<file path="config.mk">
export PLATFORM = sky130hd
export DESIGN_NAME = iddr_align_ctrl
export DESIGN_NICKNAME = d
export VERILOG_FILES = /design/src/rtl/iddr_align_pkg.sv /design/src/rtl/ddr_gearbox_2to8.sv /design/src/rtl/iddr_align_ctrl.sv
export SDC_FILE = /design/constraint.sdc
export NUM_CORES = 1
export LEC_CHECK = 0
export CAP_MARGIN = 25
export CORE_ASPECT_RATIO = 0.8
export CORE_MARGIN = 5
export CORE_UTILIZATION = 52
export CTS_BUF_LIST = sky130_fd_sc_hd__clkbuf_4 sky130_fd_sc_hd__clkbuf_8 sky130_fd_sc_hd__clkbuf_16
export CTS_CLUSTER_DIAMETER = 50
export DETAILED_ROUTE_END_ITERATION = 10
export PLACE_DENSITY = 0.76
export SLEW_MARGIN = 20
export SYNTH_ARGS = -nofsm -noshare
export SYNTH_HDL_FRONTEND = slang
export SYNTH_SLANG_ARGS = --single-unit
</file>
<file path="constraint.sdc">
create_clock -name clk_i -period 2.6 [get_ports clk_i]
set_input_delay 0.65 -clock clk_i [delete_from_list [all_inputs] [get_ports clk_i]]
set_output_delay 0.65 -clock clk_i [all_outputs]
set_load 0.01 [all_outputs]
</file>
<file path="src/rtl/iddr_align_pkg.sv">
`default_nettype none
// ============================================================================
// Module : iddr_align_pkg
// Brief  : Shared types and widths for the IDDR alignment controller.
// Rev    : 1.0  initial release
// ============================================================================
package iddr_align_pkg;

  localparam int WORD_W = 8;
  localparam int OFF_W  = 3;
  localparam int PH_W   = 2;

  typedef enum logic [2:0] {
    ST_IDLE   = 3'd0,
    ST_SEARCH = 3'd1,
    ST_VERIFY = 3'd2,
    ST_LOCKED = 3'd3,
    ST_FAIL   = 3'd4
  } state_e;

endpackage
`default_nettype wire

</file>
<file path="src/rtl/ddr_gearbox_2to8.sv">
`default_nettype none
// ============================================================================
// Module : ddr_gearbox_2to8
// Brief  : Gears Q0/Q1 pairs into a 16-bit history and windows an 8-bit word.
// Rev    : 1.0  initial release
// ============================================================================
module ddr_gearbox_2to8
  import iddr_align_pkg::*;
(
  input  logic              clk_i,
  input  logic              rst_i,
  input  logic              clear_i,
  input  logic              q0_i,
  input  logic              q1_i,
  input  logic [OFF_W-1:0]  off_i,
  output logic [WORD_W-1:0] word_o,
  output logic              strobe_o
);

  logic [2*WORD_W-1:0] r_sr;
  logic [2*WORD_W-1:0] w_sr_next;
  logic [PH_W-1:0]     r_ph;

  // Newest bits land in the LSBs, Q0 ahead of Q1
  assign w_sr_next = {r_sr[2*WORD_W-3:0], q0_i, q1_i};

  always_ff @(posedge clk_i) begin
    if (rst_i) begin
      r_sr <= '0;
      r_ph <= '0;
    end else begin
      r_sr <= w_sr_next;
      if (clear_i) r_ph <= '0;
      else         r_ph <= r_ph + 2'd1;
    end
  end

  assign strobe_o = (&r_ph) && !clear_i;
  assign word_o   = w_sr_next[off_i +: WORD_W];

endmodule
`default_nettype wire

</file>
<file path="src/rtl/iddr_align_ctrl.sv">
`default_nettype none
// ============================================================================
// Module : iddr_align_ctrl
// Brief  : Bit-offset search, verify and lock controller for a 1:2 IDDR.
// Rev    : 1.0  initial release
// ============================================================================
module iddr_align_ctrl
  import iddr_align_pkg::*;
#(
  parameter logic [7:0] TRAIN_PAT   = 8'h6A,
  parameter int         MATCH_COUNT = 4,
  parameter int         MAX_ROUNDS  = 2
) (
  input  logic              clk_i,
  input  logic              rst_i,
  input  logic              en_i,
  input  logic              relock_i,
  input  logic              ddr_q0_i,
  input  logic              ddr_q1_i,
  output logic              iddr_clear_o,
  output logic [WORD_W-1:0] data_o,
  output logic              data_valid_o,
  output logic              locked_o,
  output logic              err_o,
  output logic [OFF_W-1:0]  offset_o
);

  localparam logic [3:0] c_match_lim = 4'(MATCH_COUNT);
  localparam logic [7:0] c_slip_lim  = 8'(8 * MAX_ROUNDS);

  state_e              r_state, w_state_next;
  logic [OFF_W-1:0]    r_off, w_off_next;
  logic                r_skip, w_skip_next;
  logic [3:0]          r_match_cnt, w_match_next, w_match_inc;
  logic [7:0]          r_slip_cnt, w_slip_next, w_slip_inc;
  logic [WORD_W-1:0]   r_data, w_data_next;
  logic                r_valid, w_valid_next;
  logic [WORD_W-1:0]   w_word;
  logic                w_strobe;

  ddr_gearbox_2to8 u_gearbox (
    .clk_i    (clk_i),
    .rst_i    (rst_i),
    .clear_i  (r_state == ST_IDLE),
    .q0_i     (ddr_q0_i),
    .q1_i     (ddr_q1_i),
    .off_i    (r_off),
    .word_o   (w_word),
    .strobe_o (w_strobe)
  );

  assign w_match_inc = r_match_cnt + 4'd1;
  assign w_slip_inc  = r_slip_cnt + 8'd1;

  always_ff @(posedge clk_i) begin
    if (rst_i) begin
      r_state     <= ST_IDLE;
      r_off       <= '0;
      r_skip      <= 1'b0;
      r_match_cnt <= '0;
      r_slip_cnt  <= '0;
      r_data      <= '0;
      r_valid     <= 1'b0;
    end else begin
      r_state     <= w_state_next;
      r_off       <= w_off_next;
      r_skip      <= w_skip_next;
      r_match_cnt <= w_match_next;
      r_slip_cnt  <= w_slip_next;
      r_data      <= w_data_next;
      r_valid     <= w_valid_next;
    end
  end

  always_comb begin
    w_state_next = r_state;
    w_off_next   = r_off;
    w_skip_next  = r_skip;
    w_match_next = r_match_cnt;
    w_slip_next  = r_slip_cnt;
    w_data_next  = r_data;
    w_valid_next = 1'b0;

    if (!en_i) begin
      w_state_next = ST_IDLE;
    end else begin
      case (r_state)
        ST_IDLE: begin
          w_state_next = ST_SEARCH;
          w_skip_next  = 1'b1;
          w_match_next = '0;
          w_slip_next  = '0;
        end
        ST_SEARCH, ST_VERIFY: begin
          if (w_strobe) begin
            if (r_skip) begin
              w_skip_next = 1'b0;
            end else if (w_word == TRAIN_PAT) begin
              // match_cnt is 0 in SEARCH, so one path covers both states
              w_match_next = w_match_inc;
              w_state_next = (w_match_inc >= c_match_lim) ? ST_LOCKED : ST_VERIFY;
            end else begin
              w_match_next = '0;
              w_slip_next  = w_slip_inc;
              if (w_slip_inc == c_slip_lim) begin
                w_state_next = ST_FAIL;
              end else begin
                w_state_next = ST_SEARCH;
                w_off_next   = r_off + 3'd1;
                w_skip_next  = 1'b1;
              end
            end
          end
        end
        ST_LOCKED: begin
          if (relock_i) begin
            w_state_next = ST_SEARCH;
            w_skip_next  = 1'b1;
            w_match_next = '0;
            w_slip_next  = '0;
          end else if (w_strobe) begin
            w_data_next  = w_word;
            w_valid_next = 1'b1;
          end
        end
        ST_FAIL: begin
          if (relock_i) begin
            w_state_next = ST_SEARCH;
            w_skip_next  = 1'b1;
            w_match_next = '0;
            w_slip_next  = '0;
          end
        end
        default: w_state_next = ST_IDLE;
      endcase
    end
  end

  assign iddr_clear_o = (r_state == ST_IDLE);
  assign locked_o     = (r_state == ST_LOCKED);
  assign err_o        = (r_state == ST_FAIL);
  assign data_o       = r_data;
  assign data_valid_o = r_valid;
  assign offset_o     = r_off;

endmodule
`default_nettype wire

</file>
==> key figures, run 1 <==
Status
  – Status: finished clean

Setup path
  – Worst EP arrival: around 2.8 ns
  – R2r setup slk: around 0.059 ns
  – CP required: around 2.8 ns
  – R2R depth: 9
  – CP Class: register to register
  – Crit. End Element: register
  – Critical Path Fanout Max: 17
  – Critical Path Start Type: register

CTS
  – CTS clk-pin slew, worst paths: about 0.080 ns
  – CTS Hold Buffers Added: 0
  – CTS max path bufs: 2
  – Worst-Skew Late Latency: around 0.29 ns
  – H-tree depth: 2
  – Sink Count: 43
  – CTS root buf: clkbuf_8
  – Cts bufs inserted: 5
  – CTS tree: done

Timing
  – Final hold vios: 0
  – Layout Skew: between 0.006 and 0.007 ns
  – # setup viols final: 0
  – Slew Viols, Final: 0
  – Slew headroom: 0.652
  – Final period utilization: 0.977
  – Actual slew at the worst max-slew pin: ~0.52 ns
  – Hold WS: 0.436 ns
  – RSZ-0062 raised after global routing: no
  – Fmax: between 0.3 and 0.4 GHz
  – Minimum clock period: approximately 2.5 ns

Power and ir drop
  – Worst vdd ir: between 0.2 and 0.25 mV
  – Switching share of total power: 0.231
  – Static Leak: a little under 1 nW
  – Power per Cell Area: 404 mW/mm2
  – Seq pwr share: 0.564
  – Total Power: ~1.2 mW
  – P_sw: about 280 uW
  – Clock network power share: 0.358
  – Combinational share of power: 0.078
  – P_int: ~920 uW

Synthesis
  – Post-synth ARST share: 0
  – Ys flop type: dfxtp_1
  – Most frequent cell after synthesis: dfxtp_1
  – Syn. warnings: 0
  – Synth top area share: 0.348
  – Most common library cells after synthesis: dfxtp_1, nor2_1, nand2_1
  – Netlist cell types: 46
  – Syn_area_per_cell: approximately 8.6 um2
  – Post-Syn Instances: between 200 and 300
  – FF+latch count, synth: 43
  – Sequential area share after synthesis: 0.348
  – Largest area contributor in the netlist: dfxtp_1
  – Top cells by area, synth: dfxtp_1, mux2i_1, nor2_1
  – Post-Syn Area: ~0.0025 mm2
  – Mapped Nets: roughly 300
  – EDFF count, synth: 0

Run
  – Maximum capacitance violations: 0

Final layout
  – Nets@finish: ~320
  – Area delta synth->final: 19.4%
  – Post-layout util: 0.642
  – Ant. Diodes: 0
  – Layout cells sized above 1: 0.150

Floorplan
  – Vert. Die Dim: just over 70 um
  – Core Area: between 0.004 and 0.005 mm2
  – I/O Pins: 21
  – # rows: 22
  – Die footprint: 0.00624 mm2
  – Die width: 87.1 um
  – Starting density of the core: 0.538

Drt
  – Initial DRC count: about 150
  – Via count: 2,119
  – DRC errors left: 0
  – Vias per cell: 5.67
  – First-pass detailed-route iteration total: 4
  – Per-cell routed wire length: around 14 um
  – Routed Antenna Nets: 0
  – Final wirelength: 5240 um

Min path
  – Hold Crit Class: register to register
  – Hold path depth: 1

Place
  – PortBufs: 20
  – Dpl hpwl: between 3000 and 4000 um
  – RD Place Congestion: 0.892

Global routing
  – First-pass GRT wire length: 8580 um
  – Total Routing Usage GR: 0.171
  – Gr ovfl total: 0
  – Vias in the first global route: between 1,500 and 2,000
  – Largest net degree at the start of global routing: 27
  – Initial antenna violation count: 0
-- routing by layer --
layer	global-route usage	wire [um]	vias up
li1	-	-	1078
met1	0.257	2650	980
met2	0.233	2170	54
met3	0.0379	339	7
met4	0.0664	80	0
met5	0	0	-
-- registers in the layout, summed over array words and instances, names as in the netlist --
name	cells
data_o	8
r_match_cnt	4
r_skip	1
u_gearbox.r_sr	13
u_gearbox.r_ph	2
offset_o	3
r_slip_cnt	8
data_valid_o	1
r_state	3
-- cell families after synthesis --
logic type / synth area share
AOI/OAI and AO/OA: 0.142
and+or+nand+nor: 0.283
adders and majority gates: 0.0202
muxes: 0.142
xor gates and xnor gates: 0.00709
buffers and inverters: 0.0577
DFF: 0.348
-- metrics by stage --
stage / cells / setup TNS [ns] / area (um2) / setup WS, ns
2_1_floorplan: 288 / 0 / 2470 / 0.0706
3_3_place_gp: 362 / -4.73 / 2760 / -0.321
3_5_place_dp: 362 / -5.17 / 2760 / -0.363
4_1_cts: 369 / 0 / 2850 / 0.0212
5_1_grt: 374 / 0 / 2950 / 0.00186
6_report: 374 / 0 / 2950 / 0.0592
-- cell type report --
type                       instances  area [um2]
clock buffer                       6        82.6
clock inverter                     1        5.00
fill                             387        1640
inverter                           6        22.5
multi-input combinational        219        1500
sequential                        43         861
tap                               60        75.1
timing repair buffer              39         405
-- placed cells by master (no fill, tap or decap), drive strengths merged, types with 2 or more instances in the layout --
cell           netlist  layout
nor2b               17      17
mux2i               13      13
buf                  7      17
a211oi               7       7
o21a                 2       2
clkdlybuf4s50        0      19
nor4                 2       2
a21oi               11      11
o211ai               8       8
or4                  8       8
nand2               26      26
nor3                 4       4
nand2b              16      16
nand3                9       9
dfxtp               43      43
clkbuf              13       8
nand4                2       2
nor3b                4       4
nor2                34      34
or2                  2       2
ha                   4       4
mux2                 9       9
o21ai               13      13
mux4                 5       5
a31oi                7       7
inv                  6       6
or4b                 2       2
o311ai               3       3
-- critical path, stage by stage (launching register included) --
cell and delay (ns):
dfxtp_1 0.39, buf_12 0.19, mux2_2 0.39, nand2_1 0.08, mux4_2 0.26, nor4_4 0.05, buf_4 0.16, clkbuf_16 0.17
or4b_2 0.62, a31oi_1 0.13
-- power by group through the flow --
stage / logic (mW) / registers (mW) / clock network, mW
6_report: 0.0925 / 0.673 / 0.428
3_3_place_gp: 0.0898 / 0.688 / 0
4_1_cts: 0.0918 / 0.672 / 0.446
3_5_place_dp: 0.0913 / 0.688 / 0
5_1_grt: 0.103 / 0.675 / 0.473
2_1_floorplan: 0.0601 / 0.685 / 0
-- what timing repair did --
item / 4_1_cts / 5_1_grt
pin swaps: 1 / 4
endpoints found under the setup margin: 4 / 11
cloned: 0 / 2
setup buffers: 0 / 3
gates resized for setup: 0 / 9
endpoints found under the hold margin: 0 / 0
-- path summary, 6_finish.rpt --
path / startpoint / endpoint
worst max-delay path: offset_o[1] / r_slip_cnt[7]
worst min-delay path: u_gearbox.r_ph[0] / u_gearbox.r_ph[0]
worst max register to register: offset_o[1] / r_slip_cnt[7]
worst min register to register: u_gearbox.r_ph[0] / u_gearbox.r_ph[0]
Power figures use the tool's default switching activity.
==> run 2, diff against run 1 <==
--- a/config.mk
+++ b/config.mk
@@ -11,8 +11,10 @@
 export CORE_UTILIZATION = 52
 export CTS_BUF_LIST = sky130_fd_sc_hd__clkbuf_4 sky130_fd_sc_hd__clkbuf_8 sky130_fd_sc_hd__clkbuf_16
 export CTS_CLUSTER_DIAMETER = 50
+export CTS_CLUSTER_SIZE = 16
 export DETAILED_ROUTE_END_ITERATION = 10
 export PLACE_DENSITY = 0.76
+export SKIP_LAST_GASP = 1
 export SLEW_MARGIN = 20
 export SYNTH_ARGS = -nofsm -noshare
 export SYNTH_HDL_FRONTEND = slang
==> results of run 2 <==
Same layout as run 1: the final DEF is identical, and so are final timing and power.
==> run 3, diff against run 2 <==
--- a/config.mk
+++ b/config.mk
@@ -14,6 +14,7 @@
 export CTS_CLUSTER_SIZE = 16
 export DETAILED_ROUTE_END_ITERATION = 10
 export PLACE_DENSITY = 0.76
+export REMOVE_ABC_BUFFERS = 1
 export SKIP_LAST_GASP = 1
 export SLEW_MARGIN = 20
 export SYNTH_ARGS = -nofsm -noshare
==> run 3 against run 2 <==
Setup slack better by 0.0087 ns. Cell area is 2.2% lower. Combinational power is 3.7% lower. Die area did not move. Maximum frequency is 0.35% higher. Routed wire length is 1.7% lower. Sequential share of layout area grew 0.66 points. Clock skew grew 0.00070 ns. Non-clock buffer count decreased by 4. Critical endpoint unchanged. Largest power group unchanged. Highest routed layer unchanged.
==> key figures, run 3 (same netlist as run 1, synthesis figures left out) <==
Status
  – Status: finished clean

Final layout
  – Max FFs per register: 13 (unchanged)
  – Largest Register: u_gearbox.r_sr
  – Area delta synth->final: 16.8%
  – Final instance area: 0.00289 mm2 (-2.2%)
  – Most frequent cells in the layout: dfxtp_1, nor2_1, nand2_1, clkdlybuf4s50_1, nor2b_1
  – Layout cells sized above 1: 0.138 (-0.0114)
  – Commonest non-fill, non-tap cell in the layout: dfxtp_1
  – Nets@finish: 320 (-1.2%)
  – Ant. Diodes: 0 (unchanged)

Place
  – RD Place Congestion: 0.878 (-1.5%)
  – Post-DP Area: 0.00275 mm2 (-0.27%)
  – Dpl hpwl: 3560 um (-1.3%)
  – PortBufs: 20 (unchanged)

Timing
  – Layout Skew: 0.00759 ns (+0.000704 ns)
  – Slew headroom: 0.697 (+0.0443)
  – Final period utilization: 0.974 (-0.00336)
  – Final hold vios: 0 (unchanged)
  – Actual slew at the worst max-slew pin: 0.455 ns (-0.0664 ns)
  – Hold WS: 0.431 ns (-0.00503 ns)
  – RSZ-0062 raised after global routing: no
  – Minimum clock period: 2.53 ns (-0.00875 ns)
  – # setup viols final: 0 (unchanged)
  – Slew Viols, Final: 0 (unchanged)
  – Fmax: 0.395 GHz (+0.35%)

Global routing
  – Largest net degree at the start of global routing: 27 (unchanged)
  – Total Routing Usage GR: 0.169 (-0.00222)
  – Vias in the first global route: 1,817 (-0.16%)
  – Gr ovfl total: 0 (unchanged)
  – First-pass GRT wire length: 8520 um (-0.64%)
  – Initial antenna violation count: 0 (unchanged)

Floorplan
  – I/O Pins: 21 (unchanged)
  – # rows: 22 (unchanged)
  – Core Area: 0.00460 mm2 (unchanged)
  – Die footprint: 0.00624 mm2 (unchanged)
  – Vert. Die Dim: 71.7 um (unchanged)
  – Die width: 87.1 um (unchanged)
  – Starting density of the core: 0.538 (unchanged)

Setup path
  – R2R depth: 9 (unchanged)
  – Slowest stage cell on the critical path: or4b_2
  – Crit. End Element: register
  – Worst R2R End: r_slip_cnt[7]
  – Worst path bufs/invs: 3 (unchanged)
  – CP Class: register to register
  – Critical path cell sequence: buf_12 -> mux2i_2 -> nand2b_1 -> mux4_2 -> nor4_4 -> buf_4 -> clkbuf_16 -> or4b_2 -> a31oi_1
  – Reg-to-reg startpoint: offset_o[1]
  – Critical Path Max Stage Delay: 0.63 ns (about the same)
  – R2r setup slk: 0.07 ns (about the same)
  – Critical Path Start Type: register
  – Critical Path Fanout Max: 20 (+3)
  – CP required: 2.82 ns (about the same)
  – Top delay family on crit path: simple AND/OR/NAND/NOR gates
  – Worst EP arrival: 2.75 ns (about the same)

Power and ir drop
  – Worst vdd ir: 0.232 mV (-5.8%)
  – Power per Cell Area: 411 mW/mm2 (+1.8%)
  – Static Leak: 0.963 nW (-2.9%)

CTS
  – CTS root buf: clkbuf_8
  – CTS max path bufs: 2 (unchanged)
  – Cts bufs inserted: 5 (unchanged)
  – CTS tree: done
  – H-tree depth: 2 (unchanged)
  – Worst-Skew Late Latency: 0.29 ns (about the same)
  – Sink Count: 43 (unchanged)
  – CTS clk-pin slew, worst paths: 0.08 ns (about the same)
  – CTS Hold Buffers Added: 0 (unchanged)

Drt
  – Vias per cell: 5.57 (-1.6%)
  – Final wirelength: 5150 um (-1.7%)
  – Routed Antenna Nets: 0 (unchanged)
  – DRC errors left: 0 (unchanged)
  – Per-cell routed wire length: 13.9 um (-0.94%)
  – Via count: 2,068 (-2.4%)
  – Initial DRC count: 177 (+21%)
  – First-pass detailed-route iteration total: 4 (unchanged)

Min path
  – Hold Crit Class: register to register
  – Worst hold endpoint: u_gearbox.r_ph[0]
  – Hold path depth: 1 (unchanged)
  – Hold Startpoint: u_gearbox.r_ph[0]

Run
  – Maximum capacitance violations: 0 (unchanged)
==> run 3: layout make-up <==
cell class	instances	area, um2
fillers	388	1710
inverters	6	22.5
flip-flops and latches	43	861
repair buffers	35	358
well taps	60	75.1
clock inverters	1	5.00
multi-input cells	219	1480
clock buffers	7	83.8
==> run 3: report_power, final <==
group          internal, mW  switching, mW  leakage (nW)
Sequential            0.666        0.00751         0.348
Clock                 0.210          0.216        0.0491
Combinational        0.0404         0.0488         0.565
==> run 3: per-stage QoR <==
step	utilization	std cells	total power [mW]	TNS, ns	worst slack, ns
2_1_floorplan	-	268	0.735	-6.97	-0.564
3_3_place_gp	0.598	361	0.776	-4.78	-0.311
3_5_place_dp	0.598	361	0.777	-5.44	-0.362
4_1_cts	0.618	369	1.21	0	0.0923
5_1_grt	0.628	371	1.24	0	0.00537
6_report	0.628	371	1.19	0	0.0679
==> run 3: what timing repair did <==
action / CTS / global route
setup buffers: 0 / 1
gates cloned: 0 / 1
pin swaps: 1 / 4
resized for setup: 0 / 5
endpoints found under the setup margin: 5 / 9
==> run 3: worst max path at each step <==
stage	end	slack, ns	startpoint	cells after the start
after floorplan	offset_o[0]	-0.56	offset_o[1]	6
after global placement	r_slip_cnt[7]	-0.31	ddr_q0_i	8
after detailed placement	r_slip_cnt[7]	-0.36	ddr_q0_i	8
after CTS	r_slip_cnt[7]	0.09	ddr_q0_i	8
after global routing	r_slip_cnt[7]	0.005	offset_o[1]	9
final	r_slip_cnt[7]	0.07	offset_o[1]	9
==> run 3: layer usage <==
metal	vias up	track usage	share of wire
li1	1074	-	-
met1	938	0.253	0.50
met2	54	0.249	0.42
met3	2	0.0310	0.067
met4	0	0.0409	0.0052
met5	-	0	0
